**src/rtl/adsr_envelope.sv**
```systemverilog
// rtl/adsr_envelope.sv - single-voice ADSR envelope generator paced by a sample tick
// Stage and amplitude advance only on tick cycles; gate edges between ticks are held in retrig_pend.
module adsr_envelope #(
  parameter int WIDTH = 16
) (
  input  logic             CLK,
  input  logic             RESET,
  input  logic             gate,
  input  logic             tick,
  input  logic [WIDTH-1:0] attack_step,
  input  logic [WIDTH-1:0] decay_step,
  input  logic [WIDTH-1:0] sustain_level,
  input  logic [WIDTH-1:0] release_step,
  output logic [WIDTH-1:0] env_out,
  output logic [2:0]       stage,
  output logic             active
);

  typedef enum logic [2:0] {
    IDLE    = 3'd0,
    ATTACK  = 3'd1,
    DECAY   = 3'd2,
    SUSTAIN = 3'd3,
    RELEASE = 3'd4
  } state_t;

  localparam logic [WIDTH-1:0] FULL = {WIDTH{1'b1}};

  state_t st;
  logic   gate_q;
  logic   retrig_pend;
  logic   rise;
  logic   retrig;

  logic        [WIDTH:0]   att_sum;
  logic signed [WIDTH:0]   dec_diff;
  logic        [WIDTH-1:0] rel_diff;

  assign stage  = st;
  assign rise   = gate & ~gate_q;
  assign retrig = retrig_pend | rise;

  // One extra bit keeps the attack sum and decay difference free of wrap.
  assign att_sum  = {1'b0, env_out} + {1'b0, attack_step};
  assign dec_diff = $signed({1'b0, env_out}) - $signed({1'b0, decay_step});
  assign rel_diff = env_out - release_step;

  always_ff @(posedge CLK or posedge RESET) begin
    if (RESET) begin
      env_out     <= '0;
      st          <= IDLE;
      active      <= 1'b0;
      gate_q      <= 1'b0;
      retrig_pend <= 1'b0;
    end else begin
      gate_q <= gate;
      if (tick) begin
        retrig_pend <= 1'b0;
        case (st)
          IDLE: begin
            if (gate) begin
              st     <= ATTACK;
              active <= 1'b1;
            end else begin
              env_out <= '0;
              active  <= 1'b0;
            end
          end
          ATTACK: begin
            if (!gate) begin
              st <= RELEASE;
            end else if (att_sum >= {1'b0, FULL} || attack_step == '0) begin
              env_out <= FULL;
              st      <= DECAY;
            end else begin
              env_out <= att_sum[WIDTH-1:0];
            end
            active <= 1'b1;
          end
          DECAY: begin
            if (!gate) begin
              st <= RELEASE;
            end else if (retrig) begin
              st <= ATTACK;
            end else if (dec_diff <= $signed({1'b0, sustain_level}) || decay_step == '0) begin
              env_out <= sustain_level;
              st      <= SUSTAIN;
            end else begin
              env_out <= dec_diff[WIDTH-1:0];
            end
            active <= 1'b1;
          end
          SUSTAIN: begin
            if (!gate) begin
              st <= RELEASE;
            end else if (retrig) begin
              st <= ATTACK;
            end else begin
              env_out <= sustain_level;
            end
            active <= 1'b1;
          end
          RELEASE: begin
            if (gate) begin
              st     <= ATTACK;
              active <= 1'b1;
            end else if (env_out <= release_step || release_step == '0) begin
              env_out <= '0;
              st      <= IDLE;
              active  <= 1'b0;
            end else begin
              env_out <= rel_diff;
              active  <= 1'b1;
            end
          end
          default: begin
            env_out <= '0;
            st      <= IDLE;
            active  <= 1'b0;
          end
        endcase
      end else if (rise) begin
        retrig_pend <= 1'b1;
      end
    end
  end

endmodule
```
**config.mk**
```make
export PLATFORM = sky130hd
export DESIGN_NAME = adsr_envelope
export DESIGN_NICKNAME = d
export VERILOG_FILES = /design/src/rtl/adsr_envelope.sv
export SDC_FILE = /design/constraint.sdc
export NUM_CORES = 1
export LEC_CHECK = 0
export CAP_MARGIN = 20
export CORE_ASPECT_RATIO = 0.6
export CORE_MARGIN = 4
export CORE_UTILIZATION = 53
export CTS_BUF_LIST = sky130_fd_sc_hd__clkbuf_4 sky130_fd_sc_hd__clkbuf_8 sky130_fd_sc_hd__clkbuf_16
export DETAILED_ROUTE_END_ITERATION = 8
export HOLD_SLACK_MARGIN = 0.03
export PLACE_DENSITY = 0.88
export SETUP_SLACK_MARGIN = 0.4
export SYNTH_ARGS = -nofsm -noshare
export SYNTH_HDL_FRONTEND = slang
export SYNTH_SLANG_ARGS = --single-unit
export TNS_END_PERCENT = 5
```
**constraint.sdc**
```tcl
create_clock -name CLK -period 5.15 [get_ports CLK]
set_clock_uncertainty 0.05 [all_clocks]
set_input_delay 1.2875 -clock CLK [delete_from_list [all_inputs] [get_ports CLK]]
set_output_delay 1.2875 -clock CLK [all_outputs]
set_load 0.02 [all_outputs]
```
## Yosys cells after proc, flatten, opt, wreduce, memory -nomap -nowiden

Index checks and enable logic that the tools add are counted.

| operators by class | value |
|---|---|
| $add $sub $neg | 3 |
| order comparisons | 3 |
| equal/unequal tests | 16 |
| multiplexer cells | 28 |
| bitwise logic cells | 3 |
| reductions and logical operators | 11 |

Operators with widths:

| operator | count |
|---|---|
| two-way mux 16 bit | 10 |
| one-hot mux 16 bit (5 select lines) | 1 |
| zero test 16 bit | 3 |
| two-way mux 3 bit | 10 |
| adder 16 x 16 -> 17 bit | 1 |
| >= comparator 17 x 16 -> 1 bit (second input constant) | 1 |
| <= comparator 17 bit | 1 |
| subtractor 16 x 16 -> 17 bit | 1 |
| <= comparator 16 bit | 1 |
| != test 2 bit (second input constant) | 8 |
| subtractor 16 bit | 1 |
| one-hot mux 3 bit (5 select lines) | 1 |
| != test 3 bit (second input constant) | 3 |
| AND reduction 8 bit | 1 |
| equality test 3 x 2 -> 1 bit (second input constant) | 2 |
| AND reduction 6 bit | 1 |
| two-way mux 1 bit | 5 |
| != test 4 bit (second input constant) | 1 |
| equality test 3 x 1 -> 1 bit (second input constant) | 1 |
| equality test 3 bit (second input constant) | 1 |
| zero test 3 bit | 1 |
| logical OR 1 bit | 3 |
| one-hot mux 1 bit (3 select lines) | 1 |
| OR reduction 3 bit | 1 |
| other kinds (4) | 4 |

| storage, ports and cells | value |
|---|---|
| register bits after elaboration | 22 |
| output and inout bits | 20 |
| word-level logic and storage cells | 69 |

## Logic depth before layout (Yosys ltp)

| depth | value |
|---|---|
| depth after elaboration | 7 |
| depth in mapped cells | 21 |
| depth with buffers taken out | 20 |

## Worst setup path before layout

OpenSTA, ideal clock, no wires.

| timing | value |
|---|---|
| path kind | input-to-reg |
| start | input port decay_step[0] |
| end | register env_out[13] |
| setup time | 0.082 ns |
| data arrival time | 4.721 ns |
| path slack | 0.297 ns |
| stages on the path | 18 |
| buffers on the path | 1 |
| cells stage by stage | ha_1 > fa_1 > nor2b_1 > o31ai_1 > a21oi_1 > a41oi_1 > nor2b_1 > xnor2_1 > ha_1 > nand4_1 > or4_1 > o2111ai_1 > a31oi_1 > nand3b_1 > nor2b_1 > buf_2 > a221oi_1 > a31oi_1 |

| between the ends | value |
|---|---|
| cells in the longest elaborated chain, start to end | 7 |
| elaborated cells between the ends (all ways) | 8 |

RTL lines:

| element | RTL line | text |
|---|---|---|
| start: declaration | 11 | `input logic [WIDTH-1:0] decay_step,` |
| subtractor 16 x 16 -> 17 bit | 45 | `assign dec_diff = $signed({1'b0, env_out}) - $signed({1'b0, decay_step});` |
| <= comparator 17 bit | 85 | `end else if (dec_diff <= $signed({1'b0, sustain_level}) \|\| decay_step == '0) begin` |
| logical OR 1 bit | 85 |  |
| two-way mux 16 bit * | 85 |  |
| two-way mux 16 bit * | 83 | `end else if (retrig) begin` |
| two-way mux 16 bit * | 81 | `if (!gate) begin` |
| one-hot mux 16 bit (5 select lines) * | 59 | `case (st)` |
| end signal: assignment | 86 | `env_out <= sustain_level;` |
| end signal: assignment | 89 | `env_out <= dec_diff[WIDTH-1:0];` |
| end signal: assignment | 99 | `env_out <= sustain_level;` |
| end: declaration | 14 | `output logic [WIDTH-1:0] env_out,` |

Every way passes the cells marked *; elsewhere a longest branch is shown, timed or not. The select of a mux whose other input is x is not followed.
A chain may end at the register's enable or synchronous reset.

## Worst setup path after layout

| timing | value |
|---|---|
| start | input port decay_step[12] |
| end | register env_out[5] |

| between the ends | value |
|---|---|
| cells in the longest elaborated chain, start to end | 7 |
| elaborated cells between the ends (all ways) | 8 |

RTL lines:

| element | RTL line |
|---|---|
| subtractor 16 x 16 -> 17 bit | 45 |
| <= comparator 17 bit | 85 |
| logical OR 1 bit * | 85 |
| two-way mux 16 bit * | 85 |
| two-way mux 16 bit * | 83 |
| two-way mux 16 bit * | 81 |
| one-hot mux 16 bit (5 select lines) * | 59 |

Marked as above.

==> report_table.html <==
<table>
<tr><th>Metric</th><th>Value</th></tr>
<tr><th colspan="2">Routing</th></tr>
<tr><td>Post-detailed-route count of antenna-violating nets</td><td>0</td></tr>
<tr><td>Total vias in the final route</td><td>about 5,600</td></tr>
<tr><td>Sum of routed wire length over all layers</td><td>18,300 um</td></tr>
<tr><td>Total DRC errors in the routed layout</td><td>0</td></tr>
<tr><td>Detailed Route Iter0 Violations</td><td>897</td></tr>
<tr><td>Routed WL per cell</td><td>21.8 um</td></tr>
<tr><td>Via/cell ratio</td><td>6.69</td></tr>
<tr><td>TritonRoute pass-1 iters</td><td>7</td></tr>
<tr><th colspan="2">STA</th></tr>
<tr><td>Worst Hold Margin</td><td>0.456 ns</td></tr>
<tr><td>Worst-case headroom to the max-slew limit</td><td>between 30% and 40%</td></tr>
<tr><td>Final period demand of the worst path</td><td>around 5.1 ns</td></tr>
<tr><td>Final setup vio count</td><td>0</td></tr>
<tr><td>Number of hold violations in the final report</td><td>0</td></tr>
<tr><td>Final Slew Violations</td><td>0</td></tr>
<tr><td>Final clock period utilization by the worst path</td><td>99.9%</td></tr>
<tr><td>Top achievable clock speed</td><td>between 150 and 200 MHz</td></tr>
<tr><td>Final setup TNS</td><td>0 ns</td></tr>
<tr><td>Slew at the pin with the worst max-slew slack</td><td>0.922 ns</td></tr>
<tr><td>RSZ-0062 raised after global routing</td><td>yes</td></tr>
<tr><th colspan="2">Synth</th></tr>
<tr><td>Share of synthesized area occupied by flip-flops and latches</td><td>13.0%</td></tr>
<tr><td>Cells taking the most area after synthesis</td><td>sky130_fd_sc_hd__ha_1 19%, sky130_fd_sc_hd__dfrtp_1 13%, sky130_fd_sc_hd__a21oi_1 6.4%</td></tr>
<tr><td>Synthesis warning total</td><td>0</td></tr>
<tr><td>Primary flip-flop cell chosen by synthesis mapping</td><td>sky130_fd_sc_hd__dfrtp_1</td></tr>
<tr><td>Post-synthesis async set-or-reset flop share</td><td>100%</td></tr>
<tr><td>Post-synth EDFFs</td><td>0</td></tr>
<tr><td>Syn_area_per_cell</td><td>7.43 um^2</td></tr>
<tr><td>Commonest cells in the synthesized netlist</td><td>65 x sky130_fd_sc_hd__inv_1, 64 x sky130_fd_sc_hd__ha_1, 54 x sky130_fd_sc_hd__a21oi_1</td></tr>
<tr><td>Leading cell type by number of instances after synthesis</td><td>sky130_fd_sc_hd__inv_1</td></tr>
<tr><td>Number of library cell types mapped by synthesis</td><td>68</td></tr>
<tr><td>Nets in the synthesized netlist</td><td>704</td></tr>
<tr><td>Cell count after synthesis</td><td>about 570</td></tr>
<tr><td>Cell area after synthesis</td><td>0.00423 mm^2</td></tr>
<tr><td>Proportion of netlist area held by the largest area contributor</td><td>18.9%</td></tr>
<tr><td>Cell taking the most area after synthesis</td><td>sky130_fd_sc_hd__ha_1</td></tr>
<tr><td>Register bit total from synthesis</td><td>22</td></tr>
<tr><th colspan="2">Placed design</th></tr>
<tr><td>Count of input and output buffers</td><td>87</td></tr>
<tr><td>Area after DPL</td><td>0.00563 mm^2</td></tr>
<tr><td>Weighted congestion at the end of routability-driven global placement</td><td>0.969</td></tr>
<tr><td>Post-DP HPWL</td><td>approximately 13,000 um</td></tr>
<tr><th colspan="2">Flow run</th></tr>
<tr><td>Max-Cap Viols</td><td>0</td></tr>
<tr><th colspan="2">Setup path</th></tr>
<tr><td>Worst Setup End Kind</td><td>flip-flop</td></tr>
<tr><td>Worst path required time</td><td>~5.2 ns</td></tr>
<tr><td>Worst-path fanout max</td><td>8</td></tr>
<tr><td>Critical setup path kind</td><td>in2reg</td></tr>
<tr><td>Element type at the critical path start</td><td>input port</td></tr>
<tr><td>Data arrival time of the critical path</td><td>5.21 ns</td></tr>
<tr><th colspan="2">Power and ir drop</th></tr>
<tr><td>Static leakage</td><td>0.00290 uW</td></tr>
<tr><td>Ratio of total power to cell area</td><td>547 mW/mm^2</td></tr>
<tr><td>Worst vdd rail ir drop</td><td>0.276 mV</td></tr>
<tr><th colspan="2">Global routing</th></tr>
<tr><td>Number of antenna violations at the first check in global routing</td><td>0</td></tr>
<tr><td>Overall Global Routing Usage</td><td>a little over a third</td></tr>
<tr><td>Residual overflow from global routing</td><td>0</td></tr>
<tr><td>Pin count of the biggest net entering global routing</td><td>23</td></tr>
<tr><td>Number of global-route vias before repair</td><td>5,240</td></tr>
<tr><td>Global-route wire length before repair</td><td>27,100 um</td></tr>
<tr><th colspan="2">Clocking</th></tr>
<tr><td>Clock sink count</td><td>22</td></tr>
<tr><td>Buffer levels on the longest clock path</td><td>2</td></tr>
<tr><td>Clock root buffer</td><td>sky130_fd_sc_hd__clkbuf_16</td></tr>
<tr><td>Clk Latency, worst-skew pair</td><td>0.26 ns</td></tr>
<tr><td>Clock transition time at the flip-flop clock pins of the worst setup and hold paths</td><td>0.06 ns</td></tr>
<tr><td>Depth of the CTS H-tree</td><td>1</td></tr>
<tr><td>Number of buffers inserted during clock tree synthesis</td><td>3</td></tr>
<tr><td>Clock tree from TritonCTS</td><td>built</td></tr>
<tr><th colspan="2">Outcome</th></tr>
<tr><td>Run status</td><td>complete, no violations</td></tr>
<tr><th colspan="2">Die</th></tr>
<tr><td>Area enclosed by the die boundary</td><td>0.00952 mm^2</td></tr>
<tr><td>Core outline area</td><td>0.00751 mm^2</td></tr>
<tr><td>Core Rows</td><td>24</td></tr>
<tr><td>Y dimension of the die</td><td>77.2 um</td></tr>
<tr><td>Effective utilization at floorplan</td><td>56.3%</td></tr>
<tr><td>Die span in x</td><td>123 um</td></tr>
<tr><td>IO Count</td><td>between 80 and 90</td></tr>
<tr><th colspan="2">Finish</th></tr>
<tr><td>Nets@finish</td><td>873</td></tr>
<tr><td>Filler cell count in the final layout</td><td>around 440</td></tr>
<tr><td>Area taken by multi-input logic gates</td><td>0.00372 mm^2</td></tr>
<tr><td>Final instance area</td><td>0.00631 mm^2</td></tr>
<tr><td>Synth-to-Final Area Change</td><td>49.2%</td></tr>
<tr><td>Area taken by flip-flops and latches</td><td>between 500 and 600 um^2</td></tr>
<tr><td>Final antenna diode count</td><td>0</td></tr>
<tr><td>Fraction of layout cells with a size suffix above 1</td><td>21.8%</td></tr>
<tr><th colspan="2">Hold path</th></tr>
<tr><td>Classification of the worst-slack hold path</td><td>reg2reg</td></tr>
</table>
==> layout by cell type, fill, tap and decap left out, types with 9 or more instances in the layout <==
cell / count
sky130_fd_sc_hd__buf_4: 81
sky130_fd_sc_hd__nand4_1: 9
sky130_fd_sc_hd__a21oi_1: 51
sky130_fd_sc_hd__a221oi_1: 9
sky130_fd_sc_hd__dfrtp_1: 22
sky130_fd_sc_hd__nor4_1: 15
sky130_fd_sc_hd__a21o_1: 10
sky130_fd_sc_hd__nand3_1: 11
sky130_fd_sc_hd__xnor2_1: 22
sky130_fd_sc_hd__nor2_1: 32
sky130_fd_sc_hd__inv_1: 57
sky130_fd_sc_hd__ha_4: 9
sky130_fd_sc_hd__clkdlybuf4s50_1: 77
sky130_fd_sc_hd__o21ai_0: 36
sky130_fd_sc_hd__nand2_1: 42
sky130_fd_sc_hd__xor2_1: 13
sky130_fd_sc_hd__ha_1: 55
==> area by class of cell <==
| cell class | count | area share (%) |
|---|---|---|
| clock buffers | 4 | 1.41 |
| inverters | 65 | 3.91 |
| multi-input cells | 470 | 58.9 |
| flip-flops and latches | 22 | 8.72 |
| well taps | 104 | 2.06 |
| repair buffers | 176 | 25.0 |
==> final timing paths <==
kind	from	to	slack [ns]	depth (start not counted)
worst max-delay path	decay_step[12]	env_out[5]	0.005	20
worst min-delay path	retrig_pend	retrig_pend	0.46	2
worst max register to register	env_out[1]	env_out[5]	0.49	23
worst min register to register	retrig_pend	retrig_pend	0.46	2
max in group asynchronous	RESET	env_out[10]	3.00	2
min in group asynchronous	RESET	env_out[15]	1.49	2
==> metrics by stage <==
stage	util (%)	setup WS, ns	std cells	power [uW]
4_1_cts	81.8	0.139	833	3150
6_report	84.1	0.00488	841	3450
2_1_floorplan	-	0.385	569	1780
5_1_grt	84.1	-0.0367	841	3630
3_3_place_gp	75.0	-0.685	806	2590
3_5_place_dp	75.0	-0.911	806	2660
==> metal layers <==
metal | global-route usage, % | wire, um | up-vias
li1 | - | - | 2469
met2 | 54.8 | 7740 | 469
met3 | 9.04 | 2490 | 97
met1 | 48.9 | 7310 | 2595
met5 | 0 | 0 | -
met4 | 10.8 | 789 | 0
==> flip-flops by register name, indices dropped and copies added, names as in the netlist <==
signal / cells
env_out: 16
stage: 3
active: 1
gate_q: 1
retrig_pend: 1
==> what timing repair did <==
action | 4_1_cts | 5_1_grt
gates resized for setup | 74 | 31
pin swaps | 30 | 30
setup buffers | 22 | 7
setup endpoints to repair | 18 | 18
hold buffers | 0 | 0
gates cloned | 1 | 0
==> power breakdown <==
group	switching [uW]	leakage, uW	internal, uW
Combinational	1520	0.00257	1370
Sequential	149	0.000290	231
Clock	65.1	0.0000442	119
Total	1730	0.00290	1720
==> worst max-delay path: stages <==
cell and delay [ns]:
sky130_fd_sc_hd__clkdlybuf4s50_1 0.50, sky130_fd_sc_hd__inv_1 0.06, sky130_fd_sc_hd__ha_1 0.36, sky130_fd_sc_hd__a21o_1 0.19, sky130_fd_sc_hd__a21oi_1 0.18, sky130_fd_sc_hd__nor2_1 0.09, sky130_fd_sc_hd__a211oi_2 0.24, sky130_fd_sc_hd__xnor2_1 0.21
sky130_fd_sc_hd__ha_1 0.33, sky130_fd_sc_hd__nand4_1 0.14, sky130_fd_sc_hd__or4_4 0.14, sky130_fd_sc_hd__o2111ai_2 0.09, sky130_fd_sc_hd__a31oi_2 0.23, sky130_fd_sc_hd__nand3b_1 0.18, sky130_fd_sc_hd__buf_6 0.17, sky130_fd_sc_hd__nor2b_4 0.15
sky130_fd_sc_hd__buf_12 0.16, sky130_fd_sc_hd__a221o_1 0.34, sky130_fd_sc_hd__nor2_1 0.10, sky130_fd_sc_hd__a21oi_1 0.05
==> cell families after synthesis <==
family,Yosys count,share of synthesized area (%)
adder cells (fa/ha/maj),67,20.4
flip-flops,22,13.0
XOR/XNOR,39,8.08
multiplexers,3,0.740
AO/OA/AOI/OAI,197,31.1
buffers and inverters,77,6.90
AND/OR/NAND/NOR,164,19.8
Note: power is estimated with default switching activity, not from simulation.
==> variant (config.mk and constraints unchanged) <==
Make the reset (`RESET`) synchronous in one clocked block.
--- a/src/rtl/adsr_envelope.sv
+++ b/src/rtl/adsr_envelope.sv
@@ -45,7 +45,7 @@
   assign dec_diff = $signed({1'b0, env_out}) - $signed({1'b0, decay_step});
   assign rel_diff = env_out - release_step;
 
-  always_ff @(posedge CLK or posedge RESET) begin
+  always_ff @(posedge CLK) begin
     if (RESET) begin
       env_out     <= '0;
       st          <= IDLE;
Formal check against the unedited RTL: differs if RESET is asserted again (counterexample within 4 cycles, from zero or initial values and one cycle with RESET high); with RESET held inactive, the same outputs for 4 cycles.
==> variant against the unedited design <==
- the run now ends with setup timing left
- worst hold slack better by 3.4 ps
- non-clock buffer count fell by 30
- die area is 4.8% higher
- final area decreased by 1.7%
- sequential cell count unchanged
- final cell count is 2.7% higher
- wire length is 2.7% lower
- utilization is 6.6 points lower
- count of clock-buffer cells in the layout down 1
- area after synthesis increased by 5.2%
- worst setup slack got worse by 500 ps
- critical path type unchanged
Power is not compared: it rests on default switching activity, and its combinational part moved more than twofold at a synthesized area within 25%.
==> variant: results (changes against the unedited design) <==
----------------------------------------------------
[Run status]
  Outcome ... finished, violations left (was finished clean)
  Violations in the final reports ... setup timing

[Drt]
  Routed length per instance ... 20.6 um (was 21.8 um)
  First-pass iteration count of the detailed router ... 8 (was 7)

[STA]
  Setup slack after layout ... -496 ps (was 4.88 ps)
  Setup Viol. Count Final ... 19 (was 0)

[Yosys]
  Dominant register cell in the synthesized netlist ... dfxtp_1 (was dfrtp_1)
  Post-synth net total ... 761 (was 704)
  Async set-reset flop share out of synthesis ... 0% (was 100%)
  Main area contributors after synthesis ... ha_1 (18%), dfxtp_1 (9.9%), a21oi_1 (6.9%), inv_1 (6.2%), nor2_1 (4.7%) (was ha_1 (19%), dfrtp_1 (13%), a21oi_1 (6.4%), inv_1 (5.8%), xnor2_1 (5.2%))

[Critical path]
  Worst reg2reg path startpoint ... env_out[1] (unchanged)
  End of the critical path ... env_out[2] (was env_out[5])
  Delay of the slowest cell on the worst path ... 350 ps (was 500 ps)
  CP startpoint ... decay_step[1] (was decay_step[12])
  Path depth of the worst reg2reg path ... 21 (was 23)
  Largest fanout on the critical path ... 5 (was 8)
  Arrival time at the worst endpoint ... 5710 ps (was 5210 ps)
  Highest-delay cell along the critical path ... o41a_1 (was clkdlybuf4s50_1)

[Placed design]
  Gp weighted congestion ... 1.02 (was 0.969)
  Sum of net half-perimeters after detailed placement ... 13.2 mm (about the same)

[CTS]
  Number of resized instances in the post-cts repair step ... 47 (was 74)

[Global routing]
  Global-route total usage across every layer ... 34.3% (was 35.7%)
  Vias in the first global route ... 5467 (was 5240)
  Met2 usage in global routing ... 54.1% (was 54.8%)
  GR Util met1 ... 45.0% (was 48.9%)
  Pin count of the biggest net entering global routing ... 24 (was 23)

[Layout]
  Inverters ... 75 (was 65)
  Multi-input gate share of the layout cell area ... 62.3% (was 58.9%)
  Non-clock buffers ... 146 (was 176)
  Multi-input combinational gate total ... 510 (was 470)
  NonClk Buf Share ... 22.7% (was 25.0%)
  Sequential cell area ... 440 sq um (was 551 sq um)

[Hold path]
  Hold wc startpoint ... active (was retrig_pend)
  Worst-case hold path end point ... active (was retrig_pend)

----------------------------------------------------
variant: per-layer routing:
layer	wire (um)	vias to the layer above
met3	2300	129
li1	-	2603
met2	7450	483
met1	7170	2631
met5	0	-
met4	898	0
variant: per-stage QoR:
step | setup WS (ps) | area (sq um) | hold slack [ps] | cells | TNS [ps]
after floorplan | -49.7 | 4490 | 427 | 626 | -236
after global placement | -794 | 5740 | 430 | 846 | -13320
after detailed placement | -1130 | 5740 | 446 | 846 | -19530
after CTS | -283 | 6130 | 465 | 860 | -3950
after global routing | -697 | 6200 | 507 | 864 | -10860
final | -496 | 6200 | 459 | 864 | -6750
variant: logic make-up (layout without fill, tap and decap cells):
group	Yosys count	count (layout)	share of synthesized area (%)
fa+ha+maj	67	67	19.3
buf+inv	94	224	8.21
simple gates	201	201	22.0
xor+xnor	31	31	6.10
flops	22	22	9.90
mux	6	6	1.35
compound gates	205	205	33.0
